--- config.mk ---
export PLATFORM = sky130hd
export DESIGN_NAME = sound_frame_seq
export DESIGN_NICKNAME = d
export VERILOG_FILES = /design/src/rtl/sound_pkg.sv /design/src/rtl/sound_div_counter.sv /design/src/rtl/sound_frame_seq.sv
export SDC_FILE = /design/constraint.sdc
export NUM_CORES = 1
export LEC_CHECK = 0
export BUFFER_PORTS_ARGS = -buffer_cell sky130_fd_sc_hd__clkbuf_2
export CAP_MARGIN = 10
export CORE_MARGIN = 4
export CORE_UTILIZATION = 50
export CTS_CLUSTER_SIZE = 24
export DETAILED_ROUTE_END_ITERATION = 8
export GPL_TIMING_DRIVEN = 0
export PLACE_DENSITY = 0.76
export SLEW_MARGIN = 0
export SYNTH_ARGS = -nofsm -noshare
export SYNTH_HDL_FRONTEND = slang
export SYNTH_SLANG_ARGS = --single-unit
--- constraint.sdc ---
create_clock -name clk -period 4.56 [get_ports clk]
set_input_delay 1.368 -clock clk [delete_from_list [all_inputs] [get_ports clk]]
set_output_delay 1.368 -clock clk [all_outputs]
set_load 0.01 [all_outputs]
--- src/rtl/sound_pkg.sv ---
// sound_pkg: shared APU constants, step type and frame-sequencer action masks.
package sound_pkg;
    localparam int unsigned CE_HZ = 4194304;
    localparam int CNT_W = 16;
    localparam int SEQ_BIT_N = 12;
    localparam int SEQ_BIT_D = 13;
    typedef logic [2:0] step_t;
    // Bit n of each mask is set when sequencer step n performs that action.
    localparam logic [7:0] SEQ_LEN_MASK = 8'b0101_0101;
    localparam logic [7:0] SEQ_SWEEP_MASK = 8'b0100_0100;
    localparam logic [7:0] SEQ_ENV_MASK = 8'b1000_0000;
endpackage

--- src/rtl/sound_div_counter.sv ---
// sound_div_counter: system divider with FF04 reset and falling-edge detect of the sequencer bit.
// Ports: clk, rst_n (async active-low), ce (divider tick), div_reset (FF04 write, wins over ce),
//        double_speed (select SEQ_BIT_D), div (DIV register), frame_evt (combinational frame event).
module sound_div_counter
    import sound_pkg::*;
#(
    parameter int CNT_W = sound_pkg::CNT_W,
    parameter int SEQ_BIT_N = sound_pkg::SEQ_BIT_N,
    parameter int SEQ_BIT_D = sound_pkg::SEQ_BIT_D
) (
    input  logic       clk,
    input  logic       rst_n,
    input  logic       ce,
    input  logic       div_reset,
    input  logic       double_speed,
    output logic [7:0] div,
    output logic       frame_evt
);
    logic [CNT_W-1:0] cnt;
    logic sel, sel_q;
    always_ff @(posedge clk or negedge rst_n) begin
        if (!rst_n) begin
            cnt <= '0;
            sel_q <= 1'b0;
        end else begin
            cnt <= div_reset ? '0 : ce ? cnt + 1'b1 : cnt;
            sel_q <= sel;
        end
    end
    assign sel = double_speed ? cnt[SEQ_BIT_D] : cnt[SEQ_BIT_N];
    // Any falling edge counts, including ones caused by div_reset or a speed switch.
    assign frame_evt = sel_q & ~sel;
    assign div = cnt[CNT_W-1 -: 8];
endmodule

--- src/rtl/sound_frame_seq.sv ---
// sound_frame_seq: 512 Hz APU frame sequencer issuing length, sweep and envelope strobes.
// Ports: clk, rst_n (async active-low), ce, div_reset, double_speed, apu_enable (NR52.7),
//        div (DIV register), step (step the next event executes), len_tick/sweep_tick/env_tick
//        (one-cycle strobes), len_next (next event will not clock length).
module sound_frame_seq
    import sound_pkg::*;
#(
    parameter int CNT_W = sound_pkg::CNT_W,
    parameter int SEQ_BIT_N = sound_pkg::SEQ_BIT_N,
    parameter int SEQ_BIT_D = sound_pkg::SEQ_BIT_D
) (
    input  logic       clk,
    input  logic       rst_n,
    input  logic       ce,
    input  logic       div_reset,
    input  logic       double_speed,
    input  logic       apu_enable,
    output logic [7:0] div,
    output logic [2:0] step,
    output logic       len_tick,
    output logic       sweep_tick,
    output logic       env_tick,
    output logic       len_next
);
    logic frame_evt, fire;
    sound_div_counter #(
        .CNT_W(CNT_W),
        .SEQ_BIT_N(SEQ_BIT_N),
        .SEQ_BIT_D(SEQ_BIT_D)
    ) u_div (
        .clk(clk),
        .rst_n(rst_n),
        .ce(ce),
        .div_reset(div_reset),
        .double_speed(double_speed),
        .div(div),
        .frame_evt(frame_evt)
    );
    assign fire = frame_evt & apu_enable;
    always_ff @(posedge clk or negedge rst_n) begin
        if (!rst_n) begin
            step <= '0;
            len_tick <= 1'b0;
            sweep_tick <= 1'b0;
            env_tick <= 1'b0;
        end else begin
            len_tick <= fire & SEQ_LEN_MASK[step];
            sweep_tick <= fire & SEQ_SWEEP_MASK[step];
            env_tick <= fire & SEQ_ENV_MASK[step];
            // A disabled APU pins the sequencer to step 0, even on an event cycle.
            step <= !apu_enable ? '0 : frame_evt ? step + 1'b1 : step;
        end
    end
    assign len_next = step[0];
endmodule

# Word level (Yosys, flattened, before mapping)
# Memories as Yosys holds them, arrays and structs flattened.
# Index checks and enable logic that the tools add are counted.
op_classes:
  bitwise: 6
  n_addsub: 2
  muxes: 8
  multipliers: 0
  order_cmp: 1
  n_div: 0
  shift: 0
  n_eq_ne: 1
  n_reduce_logical: 1
ops:
  columns: ["cell", "n"]
  rows:
  - ["two-way mux 16 bit", 2]
  - ["adder 16 x 1 -> 16 bit (second input constant)", 1]
  - ["two-way mux 3 bit", 2]
  - ["AND 1 bit", 5]
  - ["less-than comparator 3 x 4 -> 1 bit (second input constant)", 1]
  - ["two-way mux 1 bit", 4]
  - ["adder 3 x 1 -> 3 bit (second input constant)", 1]
  - ["!= test 2 x 1 -> 1 bit (second input constant)", 1]
  - ["nonzero test 2 bit", 1]
  - ["inverter 1 bit", 1]
totals:
  romBits: 24
  reg_bits: 23
  input_bits: 6
  n_memories: 3
  latchBits: 0
  word_cells: 28
  ramBits: 0
memory_table:
  columns: ["memory", "depth", "word_bits", "rd", "rd_clocked_by_memory_dff", "wr", "line", "rtl"]
  rows:
  - ["(no name shown)", 8, 1, 1, 0, 0, "sound_frame_seq.sv:49", "env_tick <= fire & SEQ_ENV_MASK[step];"]
  - ["(no name shown)", 8, 1, 1, 0, 0, "sound_frame_seq.sv:48", "sweep_tick <= fire & SEQ_SWEEP_MASK[step];"]
  - ["(no name shown)", 8, 1, 1, 0, 0, "sound_frame_seq.sv:47", "len_tick <= fire & SEQ_LEN_MASK[step];"]

# Depth between registers and ports, before layout
# Gate-level depths: netlist (run 1).
depth:
  word_depth: 5
  mapped_depth: 5

# By module
# A second synthesis (run 1) with hierarchy kept.
unflattened:
  hier_cells: 117
  area_unflattened_um2: 1196.1
modules_own_cells:
  columns: ["mod", "area_each_um2", "cells_per_inst", "n_inst", "seq_area_each_um2"]
  rows:
  - ["sound_div_counter", 923.4, 96, 1, 425.4]
  - ["sound_frame_seq", 272.8, 21, 1, 150.1]

# Worst setup path before layout (run 1)
# No wires, ideal clock.
synth_timing:
  path_type: "in2reg"
  from: "input ce"
  to: "register u_div.cnt[13]"
  path_stages: 5
  arrival_ps: 2385
  n_path_buf: 2
  required_time_ps: 4435
  path_slack_ps: 2050
  setup_time_ps: 125
  path_cell_list: "buf_4 o2111ai_2 buf_6 nor4_1 mux2_2"
synth_between:
  elab_chain_cells: 1
synth_lines:
  columns: ["item", "line", "rtl"]
  rows:
  - ["start: declaration", "sound_frame_seq.sv:14", "input logic ce,"]
  - ["nonzero test 2 bit (no line)", null, null]
  - ["end signal: assignment", "sound_div_counter.sv:26", "cnt <= div_reset ? '0 : ce ? cnt + 1'b1 : cnt;"]
  - ["end: declaration", "sound_div_counter.sv:19", "logic [CNT_W-1:0] cnt;"]
# Every way passes these cells.
# A chain may end at the register's enable or synchronous reset.

# Worst setup path after layout (run 1)
layout_timing:
  from: "register u_div.cnt[10]"
  to: "output div[2]"
layout_rtl:
  columns: ["item", "line", "rtl"]
  rows:
  - ["end: declaration", "sound_frame_seq.sv:18", "output logic [7:0] div,"]
# No word-level cell between the ends.

==> run_results.csv, run 1 <==
group,metric,value,unit
drt,vias,949,
timing,hold_viol,0,
worst_setup_path,arrival,1.07,ns
synthesis,synth.avg_cell_area,10.1,µm²
drt,drt-initial-drc-count,19,
timing,finClkSkew,0.0135,ns
worst_setup_path,rr_worst_depth,4,
clocking,postCtsHoldBufs,0,
timing,worst_slack,2.12,ns
timing,hold-worst-slack,0.557,ns
grt,grt_pass1_vias,892,
drt,post_drt_via_cell_ratio,5.52,
run,drv_cap,0,
clocking,ctsResizeCount,0,
power,power_leakage,0.660,nW
synthesis,synth_top_family_by_area,"simple AND/OR/NAND/NOR gates",
floorplanning,num_rows,17,
floorplanning,pin_count,21,
synthesis,synth-simple-area-share,0.196,
worst_setup_path,crit-reg2reg-launch,"u_div.cnt[0]$_DFFE_PN0P_",
clocking,clk_pin_slew,0.13,ns
finish,utilization,0.604,
floorplanning,die_x,57.4,µm
synthesis,ys_seq_elements,23,
floorplanning,die_area,0.00329,mm²
power,power,320,µW
floorplanning,core_area,0.00228,mm²
synthesis,synth_adder_area_share,0.0411,
synthesis,synth-seq-area-share,0.472,
clocking,htree_levels,1,
synthesis,synth_area_leader_cell,"dfrtp_1",
hold_path,hold_path_startpoint,"step[0]$_DFFE_PN0P_",
power,power.share.combinational,0.052,
power,power.density,233,mW/mm²
synthesis,ys_top_cells_by_count,"dfrtp_1 (23), a21oi_1 (10), buf_4 (10), nor2_1 (10), o21ai_0 (6)",
worst_setup_path,reg2reg_slack,2.78,ns
placed_design,place_congestion,0.721,
clocking,root_buffer,"clkbuf_4",
synthesis,yosysWarningCount,0,
finish,layout.cells.non_filler,172,
worst_setup_path,setup.worst_path.end_class,"primary output",
timing,slew_headroom,0.604,
finish,antennaDiodeCount,0,
synthesis,synth_ff_type,"dfrtp_1",
clocking,clock_path_buffers,2,
synthesis,yosysMostFrequentCell,"dfrtp_1",
worst_setup_path,timing.rr.end,"u_div.cnt[14]$_DFFE_PN0P_",
power,p_clk_frac,0.299,
drt,post_drt_wl_per_cell,12.9,µm
power,switching_share,0.234,
hold_path,worstHoldPathCells,1,
synthesis,synthCells,121,
placed_design,numPlacedInstances,168,
placed_design,place_area,0.00135,mm²
power,intPower,245,µW
timing,rsz0062_at_grt,"false",
timing,tightest_slew,0.591,ns
timing,drv_slew,0,
finish,area_growth,12.8,%
power,p_sw,74.8,µW
synthesis,synthArstFlopShare,1.00,
drt,first_pass_iters,4,
finish,final_nets,155,
placed_design,post-place-ws,1.89,ns
grt,grtUsageTotal,0.149,
timing,fmax,0.411,GHz
worst_setup_path,path_max_fanout,7,
power,ir_drop,0.157,mV
synthesis,ys_top_cells_by_area,"dfrtp_1 (47%), buf_4 (6.2%), a21oi_1 (4.1%)",
power,pwr-share-seq,0.649,
worst_setup_path,cp.required,3.19,ns
synthesis,synth_area,0.00122,mm²
worst_setup_path,startpoint_type,"flip-flop",
grt,overflow,0,
synthesis,synthXorXnorAreaFrac,0.0287,
timing,finalCritPeriodShare,0.534,
clocking,cts_sinks,23,
clocking,numCtsBuffers,3,
clocking,post_cts_buffers,0,
synthesis,yosysUniqueCellTypes,26,
synthesis,syn_nets,131,
worst_setup_path,crit_type,"flip-flop to primary output",
timing,post-route-min-period,2.44,ns
hold_path,min-delay-path-class,"flip-flop to flip-flop",
finish,drive_gt1_frac,0.271,
synthesis,synthMuxAreaShare,0.0534,
status,outcome,"complete, no violations",
timing,setup-violations-final,0,
grt,antenna_found_initial,0,
finish,fill_cells,207,
drt,postRouteAntennaNets,0,
grt,grt_pass1_wl,3.83,mm
placed_design,hpwl,1.61,mm
floorplanning,die_y,57.4,µm
synthesis,synth_edf_count,0,
drt,drc,0,
timing,setup-tns-final,0,ns
clocking,tritoncts,"done",
clocking,clock_latency,0.32,ns
synthesis,synth_compound_area_frac,0.116,
placed_design,portBuffers,19,
floorplanning,initial_core_util,0.535,
finish,stdcell_area,0.00138,mm²
drt,drt_wl_total,2.22,mm
synthesis,synth_top_area_share,0.472,
grt,grt_max_degree,24,
hold_path,min_delay_worst_endpoint,"len_tick$_DFF_PN0_",
power groups by stage:
stage                     registers [mW]  logic (mW)  clock network (mW)
after floorplan                    0.211     0.00865                   0
after global placement             0.211      0.0166                   0
after detailed placement           0.212      0.0171                   0
after CTS                          0.208      0.0171              0.0978
after global routing               0.208      0.0191               0.107
final                              0.208      0.0166              0.0958
registers in the layout (all words and copies together) (netlist names):
| name | flops |
|---|---|
| step | 3 |
| len_tick | 1 |
| u_div.sel_q | 1 |
| env_tick | 1 |
| sweep_tick | 1 |
| u_div.cnt | 16 |
how the worst max path moves through the flow:
stage	cells after the start	slack (ns)	to	startpoint
finish	2	2.12	div[2]	u_div.cnt[10]$_DFFE_PN0P_
global route	2	2.08	div[0]	u_div.cnt[8]$_DFFE_PN0P_
CTS	2	2.13	div[3]	u_div.cnt[11]$_DFFE_PN0P_
detailed placement	4	1.89	u_div.cnt[14]$_DFFE_PN0P_	div_reset
global placement	4	1.90	u_div.cnt[14]$_DFFE_PN0P_	div_reset
floorplan	5	2.05	u_div.cnt[13]$_DFFE_PN0P_	ce
final cells by class:
| cell class | count | area (µm²) | share of cell area |
|---|---|---|---|
| Sequential cell | 23 | 576 | 0.419 |
| Multi-Input combinational cell | 80 | 531 | 0.386 |
| Timing Repair Buffer | 19 | 95.1 | 0.0692 |
| Buffer | 13 | 93.8 | 0.0682 |
| Tap cell | 28 | 35.0 | 0.0255 |
| Clock buffer | 4 | 26.3 | 0.0191 |
| Inverter | 5 | 18.8 | 0.0136 |
worst max-delay path, stage by stage (launching register included):
cell	delay, ns
dfrtp_1	0.47
buf_4	0.16
clkbuf_2	0.12
metal layers:
metal	wire, µm	GRT usage
met4	41	0.0795
met5	0	0
met1	1010	0.187
met2	1080	0.237
met3	85	0.0339
cell usage in the layout (no fill, tap or decap):
cell type | synthesis | layout
mux2_2 | 4 | 4
clkbuf_4 | 0 | 3
o211ai_1 | 1 | 1
or3_1 | 4 | 4
nor2_1 | 10 | 10
nand4_2 | 1 | 1
nand2_1 | 4 | 4
clkbuf_2 | 0 | 19
dfrtp_1 | 23 | 23
clkbuf_1 | 2 | 3
inv_1 | 5 | 5
a21oi_1 | 10 | 10
nand3_1 | 5 | 5
nor4_1 | 5 | 5
o2111ai_2 | 1 | 1
buf_6 | 1 | 1
buf_4 | 10 | 10
o31ai_1 | 4 | 4
ha_1 | 4 | 4
xnor2_1 | 1 | 1
nor2b_1 | 4 | 4
xor2_1 | 3 | 3
or4_1 | 4 | 4
mux2i_1 | 2 | 2
o2111ai_1 | 1 | 1
nand4_1 | 4 | 4
and3_1 | 2 | 2
o21ai_0 | 6 | 6
logic make-up (layout without fill, tap and decap cells):
| logic type | count (synthesis) | after routing |
|---|---|---|
| XOR/XNOR | 4 | 4 |
| multiplexers | 6 | 6 |
| AO/OA/AOI/OAI | 23 | 23 |
| adder cells (fa/ha/maj) | 4 | 4 |
| AND/OR/NAND/NOR | 43 | 43 |
| buffers and inverters | 18 | 41 |
| flip-flops | 23 | 23 |
No activity file was read; power rests on OpenSTA's default activity.
==> run 2, diff against run 1 <==
Settings changed: CORE_UTILIZATION 50 to 49, PLACE_DENSITY 0.76 to 0.78.
Clock period 4.56 ns to 2.04 ns, I/O delays scaled along.
==> run 2 against run 1 <==
Compared with the run above:
- wire length increased by 4.3%
- sequential share of layout area unchanged
- critical path depth increased by 2
- critical path type is now flip-flop to flip-flop
- first-iteration DRC count increased by 32%
- design area unchanged
- utilization decreased by 0.56 points
- register-to-register slack got worse by 2.5 ns
- clock-buffer cell count unchanged
- cell count unchanged
==> run_results.csv, run 2 (synthesis gave the netlist of run 1 again) <==
group,metric,value,unit
placed_design,portBuffers,19,
timing,setup-tns-final,0,ns
timing,drv_slew,0,
finish,antennaDiodeCount,0,
drt,postRouteAntennaNets,0,
hold_path,min-delay-path-class,"input port to asynchronous set/reset pin",
grt,grt_pass1_wl,3.88,mm
placed_design,post-place-ws,0.0870,ns
finish,layout.cells.non_filler,172,
drt,drt-initial-drc-count,25,
drt,first_pass_iters,4,
worst_setup_path,slowest_delay,0.44,ns
worst_setup_path,setup.worst_path.end_class,"flip-flop",
clocking,htree_levels,1,
floorplanning,die_area,0.00335,mm²
floorplanning,initial_core_util,0.531,
clocking,cts_sinks,23,
timing,setup-violations-final,0,
worst_setup_path,path_cells,"ha_1 > o211ai_1 > nor4_1 > mux2_2",
power,power,710,µW
placed_design,place_congestion,0.714,
worst_setup_path,path_max_fanout,8,
clocking,clk_pin_slew,0.12,ns
timing,hold_viol,0,
floorplanning,die_y,57.9,µm
status,outcome,"complete, no violations",
clocking,postCtsHoldBufs,0,
finish,area_growth,12.8,%
clocking,root_buffer,"clkbuf_4",
drt,post_drt_via_cell_ratio,5.58,
floorplanning,die_x,57.9,µm
floorplanning,pin_count,21,
clocking,clock_path_buffers,2,
finish,mostFrequentLayoutCell,"dfrtp_1",
clocking,numCtsBuffers,3,
finish,reg.largest.list,"u_div.cnt (16), step (3)",
finish,final_nets,155,
finish,final_cell_mix,"dfrtp_1 (23), clkbuf_2 (19), nor2_1 (10), buf_4 (10), a21oi_1 (10)",
timing,finClkSkew,0.00307,ns
floorplanning,num_rows,17,
finish,fill_cells,209,
clocking,tritoncts,"done",
clocking,ctsResizeCount,0,
timing,rsz0062_at_grt,"false",
timing,tightest_slew,0.562,ns
grt,antenna_found_initial,0,
finish,utilization,0.599,
grt,grt_pass1_vias,914,
timing,worst_slack,0.241,ns
finish,regMostFlops,"u_div.cnt",
run,drv_cap,0,
drt,post_drt_wl_per_cell,13.5,µm
worst_setup_path,crit-reg2reg-launch,"u_div.cnt[0]$_DFFE_PN0P_",
worst_setup_path,arrival,2.00,ns
drt,drc,0,
worst_setup_path,reg2reg_slack,0.24,ns
timing,finalCritPeriodShare,0.882,
drt,vias,960,
floorplanning,core_area,0.00230,mm²
worst_setup_path,rr_worst_depth,4,
worst_setup_path,startpoint_type,"flip-flop",
finish,largest_reg_flops,16,
finish,drive_gt1_frac,0.271,
clocking,clock_latency,0.31,ns
timing,slew_headroom,0.624,
drt,drt_wl_total,2.32,mm
grt,grt_max_degree,24,
power,power.density,516,mW/mm²
placed_design,numPlacedInstances,168,
power,ir_drop,0.334,mV
timing,post-route-min-period,1.80,ns
worst_setup_path,crit_type,"flip-flop to flip-flop",
worst_setup_path,slowest_stage,"nor4_1",
clocking,post_cts_buffers,0,
timing,fmax,0.556,GHz
worst_setup_path,cp.required,2.24,ns
grt,grtUsageTotal,0.149,
power,power_leakage,0.660,nW
grt,overflow,0,
placed_design,hpwl,1.74,mm
worst_setup_path,timing.rr.end,"u_div.cnt[14]$_DFFE_PN0P_",
## run 2: through the flow
| step | instance area, µm² | hold WS (ns) |
|---|---|---|
| after floorplan | 1220 | 0.316 |
| after global placement | 1350 | 0.533 |
| after detailed placement | 1350 | 0.547 |
| after CTS | 1380 | 0.277 |
| after global routing | 1380 | 0.300 |
| final | 1380 | 0.271 |
## run 2: how the worst max path moves through the flow
| stage | end | startpoint | cells past startpoint | slack [ns] |
|---|---|---|---|---|
| 2_1_floorplan | u_div.cnt[13]$_DFFE_PN0P_ | ce | 5 | 0.29 |
| 3_5_place_dp | u_div.cnt[14]$_DFFE_PN0P_ | div_reset | 4 | 0.09 |
| 4_1_cts | u_div.cnt[14]$_DFFE_PN0P_ | u_div.cnt[0]$_DFFE_PN0P_ | 4 | 0.24 |
| 5_1_grt | u_div.cnt[14]$_DFFE_PN0P_ | u_div.cnt[0]$_DFFE_PN0P_ | 4 | 0.13 |
| 3_3_place_gp | u_div.cnt[13]$_DFFE_PN0P_ | div_reset | 5 | 0.13 |
| 6_report | u_div.cnt[14]$_DFFE_PN0P_ | u_div.cnt[0]$_DFFE_PN0P_ | 4 | 0.24 |
## run 2: routing by layer
| metal | share of wire | GRT usage | wire length, µm |
|---|---|---|---|
| met5 | 0 | 0 | 0 |
| met4 | 0.012 | 0.0795 | 28 |
| met3 | 0.053 | 0.0267 | 123 |
| met2 | 0.50 | 0.252 | 1160 |
| met1 | 0.43 | 0.179 | 1010 |
## run 2: worst max-delay path: cells and delay by family (launching register included)
| kind | cells | cell delay (ns) |
|---|---|---|
| adders and majority gates | 1 | 0.21 |
| DFF | 1 | 0.42 |
| and+or+nand+nor | 1 | 0.44 |
| AOI/OAI and AO/OA | 1 | 0.25 |
| muxes | 1 | 0.38 |
## run 2: area by class of cell
class | instances | area, µm² | area share
Tap cell | 28 | 35.0 | 0.0255
Inverter | 5 | 18.8 | 0.0136
Timing Repair Buffer | 19 | 95.1 | 0.0692
Sequential cell | 23 | 576 | 0.419
Buffer | 13 | 93.8 | 0.0682
Multi-Input combinational cell | 80 | 531 | 0.386
Clock buffer | 4 | 26.3 | 0.0191
## run 2: report_power, final
| group | internal (mW) | switching [mW] | total, mW |
|---|---|---|---|
| Clock | 0.0763 | 0.131 | 0.208 |
| Combinational | 0.0121 | 0.0254 | 0.0375 |
| Sequential | 0.460 | 0.00439 | 0.464 |
| Total | 0.548 | 0.161 | 0.710 |
==> run 3, diff against run 2 <==
Settings changed: GPL_TIMING_DRIVEN 0 to default.
==> run 3 against run 2 <==
Compared with the run above:
- clock-buffer cell count unchanged
- die area unchanged
- combinational power about the same
- sequential share of layout area up 2.1 points
- sequential cell count unchanged
- clock power about the same
- clock skew about the same
- maximum frequency up 5.6%
- cell count down 5.2%
- sequential power about the same
- critical path depth unchanged
- largest power group unchanged
==> run_results.csv, run 3 (synthesis gave the netlist of run 1 again) <==
group,metric,value,unit
drt,post_drt_via_cell_ratio,5.82,
run,drv_cap,0,
grt,overflow,0,
placed_design,post-place-ws,0.167,ns
floorplanning,die_area,0.00335,mm²
drt,post_drt_wl_per_cell,14.5,µm
drt,drt_wl_total,2.36,mm
placed_design,place_congestion,0.755,
clocking,tritoncts,"done",
power,pwr-share-seq,0.654,
grt,grt_pass1_wl,4.19,mm
clocking,ctsResizeCount,0,
finish,reg.largest.list,"u_div.cnt (16), step (3)",
worst_setup_path,timing.rr.end,"u_div.cnt[14]$_DFFE_PN0P_",
timing,drv_slew,0,
worst_setup_path,crit_type,"flip-flop to flip-flop",
worst_setup_path,crit-reg2reg-launch,"u_div.cnt[0]$_DFFE_PN0P_",
power,p_clk_frac,0.294,
floorplanning,num_rows,17,
floorplanning,pin_count,21,
timing,tightest_slew,0.567,ns
grt,grt_max_degree,24,
timing,post-route-min-period,1.70,ns
drt,top_layer,"met4",
drt,drc,0,
timing,finClkSkew,0.00304,ns
drt,postRouteAntennaNets,0,
placed_design,hpwl,1.76,mm
timing,finalCritPeriodShare,0.835,
timing,setup-violations-final,0,
worst_setup_path,cp.required,2.25,ns
finish,area_growth,7.39,%
placed_design,portBuffers,20,
finish,regMostFlops,"u_div.cnt",
clocking,clk_pin_slew,0.12,ns
finish,drive_gt1_frac,0.237,
status,outcome,"complete, no violations",
clocking,htree_levels,1,
drt,wl_met2,1.18,mm
clocking,cts_sinks,23,
floorplanning,initial_core_util,0.531,
grt,antenna_found_initial,0,
clocking,clock_latency,0.31,ns
power,power.share.combinational,0.052,
clocking,clock_path_buffers,2,
worst_setup_path,arrival,1.91,ns
finish,final_nets,146,
drt,met3_wirelength,121,µm
worst_setup_path,rr_worst_depth,4,
timing,hold-worst-slack,0.270,ns
drt,first_pass_iters,4,
power,ir_drop,0.371,mV
grt,grtUsageTotal,0.161,
finish,final_cell_mix,"dfrtp_1 (23), clkbuf_2 (20), nor2_1 (10), a21oi_1 (10), o21ai_0 (6)",
timing,rsz0062_at_grt,"false",
grt,grt_pass1_vias,954,
hold_path,min-delay-path-class,"input port to asynchronous set/reset pin",
drt,vias,949,
worst_setup_path,reg2reg_slack,0.34,ns
clocking,numCtsBuffers,3,
power,switching_share,0.229,
clocking,root_buffer,"clkbuf_4",
floorplanning,core_area,0.00230,mm²
timing,slew_headroom,0.622,
worst_setup_path,startpoint_type,"flip-flop",
timing,setup-tns-final,0,ns
clocking,post_cts_buffers,0,
finish,largest_reg_flops,16,
finish,mostFrequentLayoutCell,"dfrtp_1",
timing,hold_viol,0,
timing,fmax,0.587,GHz
timing,worst_slack,0.336,ns
floorplanning,die_y,57.9,µm
drt,drt-initial-drc-count,15,
finish,antennaDiodeCount,0,
floorplanning,die_x,57.9,µm
drt,met1_length,1.01,mm
power,p_sw,162,µW
clocking,postCtsHoldBufs,0,
worst_setup_path,setup.worst_path.end_class,"flip-flop",
power,intPower,548,µW
power,power.density,543,mW/mm²
finish,utilization,0.570,
worst_setup_path,path_max_fanout,6,
power,power_leakage,0.615,nW
-- run 3: cell count changes in the layout (fill, tap and decap cells not counted) --
| cell | delta |
|---|---|
| clkbuf_2 | +1 |
| clkbuf_1 | -2 |
| buf_6 | -1 |
| buf_4 | -7 |
-- run 3: routing by layer --
layer | up-vias | global-route usage
li1 | 460 | -
met3 | 6 | 0.0290
met1 | 463 | 0.195
met2 | 20 | 0.279
met5 | - | 0
met4 | 0 | 0.0695
-- run 3: through the flow --
step | std cells | area (µm²) | power, mW
3_3_place_gp | 159 | 1280 | 0.508
4_1_cts | 163 | 1310 | 0.723
2_1_floorplan | 121 | 1220 | 0.492
3_5_place_dp | 159 | 1280 | 0.512
5_1_grt | 163 | 1310 | 0.746
6_report | 163 | 1310 | 0.711
-- run 3: how the worst max path moves through the flow --
stage | end | slack [ns] | from
after detailed placement | u_div.cnt[14]$_DFFE_PN0P_ | 0.17 | ce
after global routing | u_div.cnt[12]$_DFFE_PN0P_ | 0.23 | u_div.cnt[0]$_DFFE_PN0P_
after CTS | u_div.cnt[14]$_DFFE_PN0P_ | 0.33 | u_div.cnt[0]$_DFFE_PN0P_
after global placement | u_div.cnt[13]$_DFFE_PN0P_ | 0.21 | div_reset
after floorplan | u_div.cnt[13]$_DFFE_PN0P_ | 0.29 | ce
final | u_div.cnt[14]$_DFFE_PN0P_ | 0.34 | u_div.cnt[0]$_DFFE_PN0P_
-- run 3: worst max-delay path, stage by stage, from the launching register on --
cell	delay [ns]
dfrtp_1	0.43
ha_1	0.22
o211ai_1	0.23
nor4_1	0.37
mux2_2	0.37
-- run 3: cell type report --
class | count | area [µm²]
repair buffers | 23 | 123
fillers | 214 | 988
flip-flops and latches | 23 | 576
inverters | 5 | 18.8
multi-input cells | 80 | 531
clock buffers | 4 | 26.3
well taps | 28 | 35.0
-- run 3: power by group through the flow --
stage / registers (mW) / logic [mW] / clock network [mW]
6_report: 0.465 / 0.0372 / 0.209
5_1_grt: 0.466 / 0.0440 / 0.236
4_1_cts: 0.465 / 0.0391 / 0.219
3_5_place_dp: 0.473 / 0.0390 / 0
3_3_place_gp: 0.473 / 0.0356 / 0
2_1_floorplan: 0.472 / 0.0193 / 0
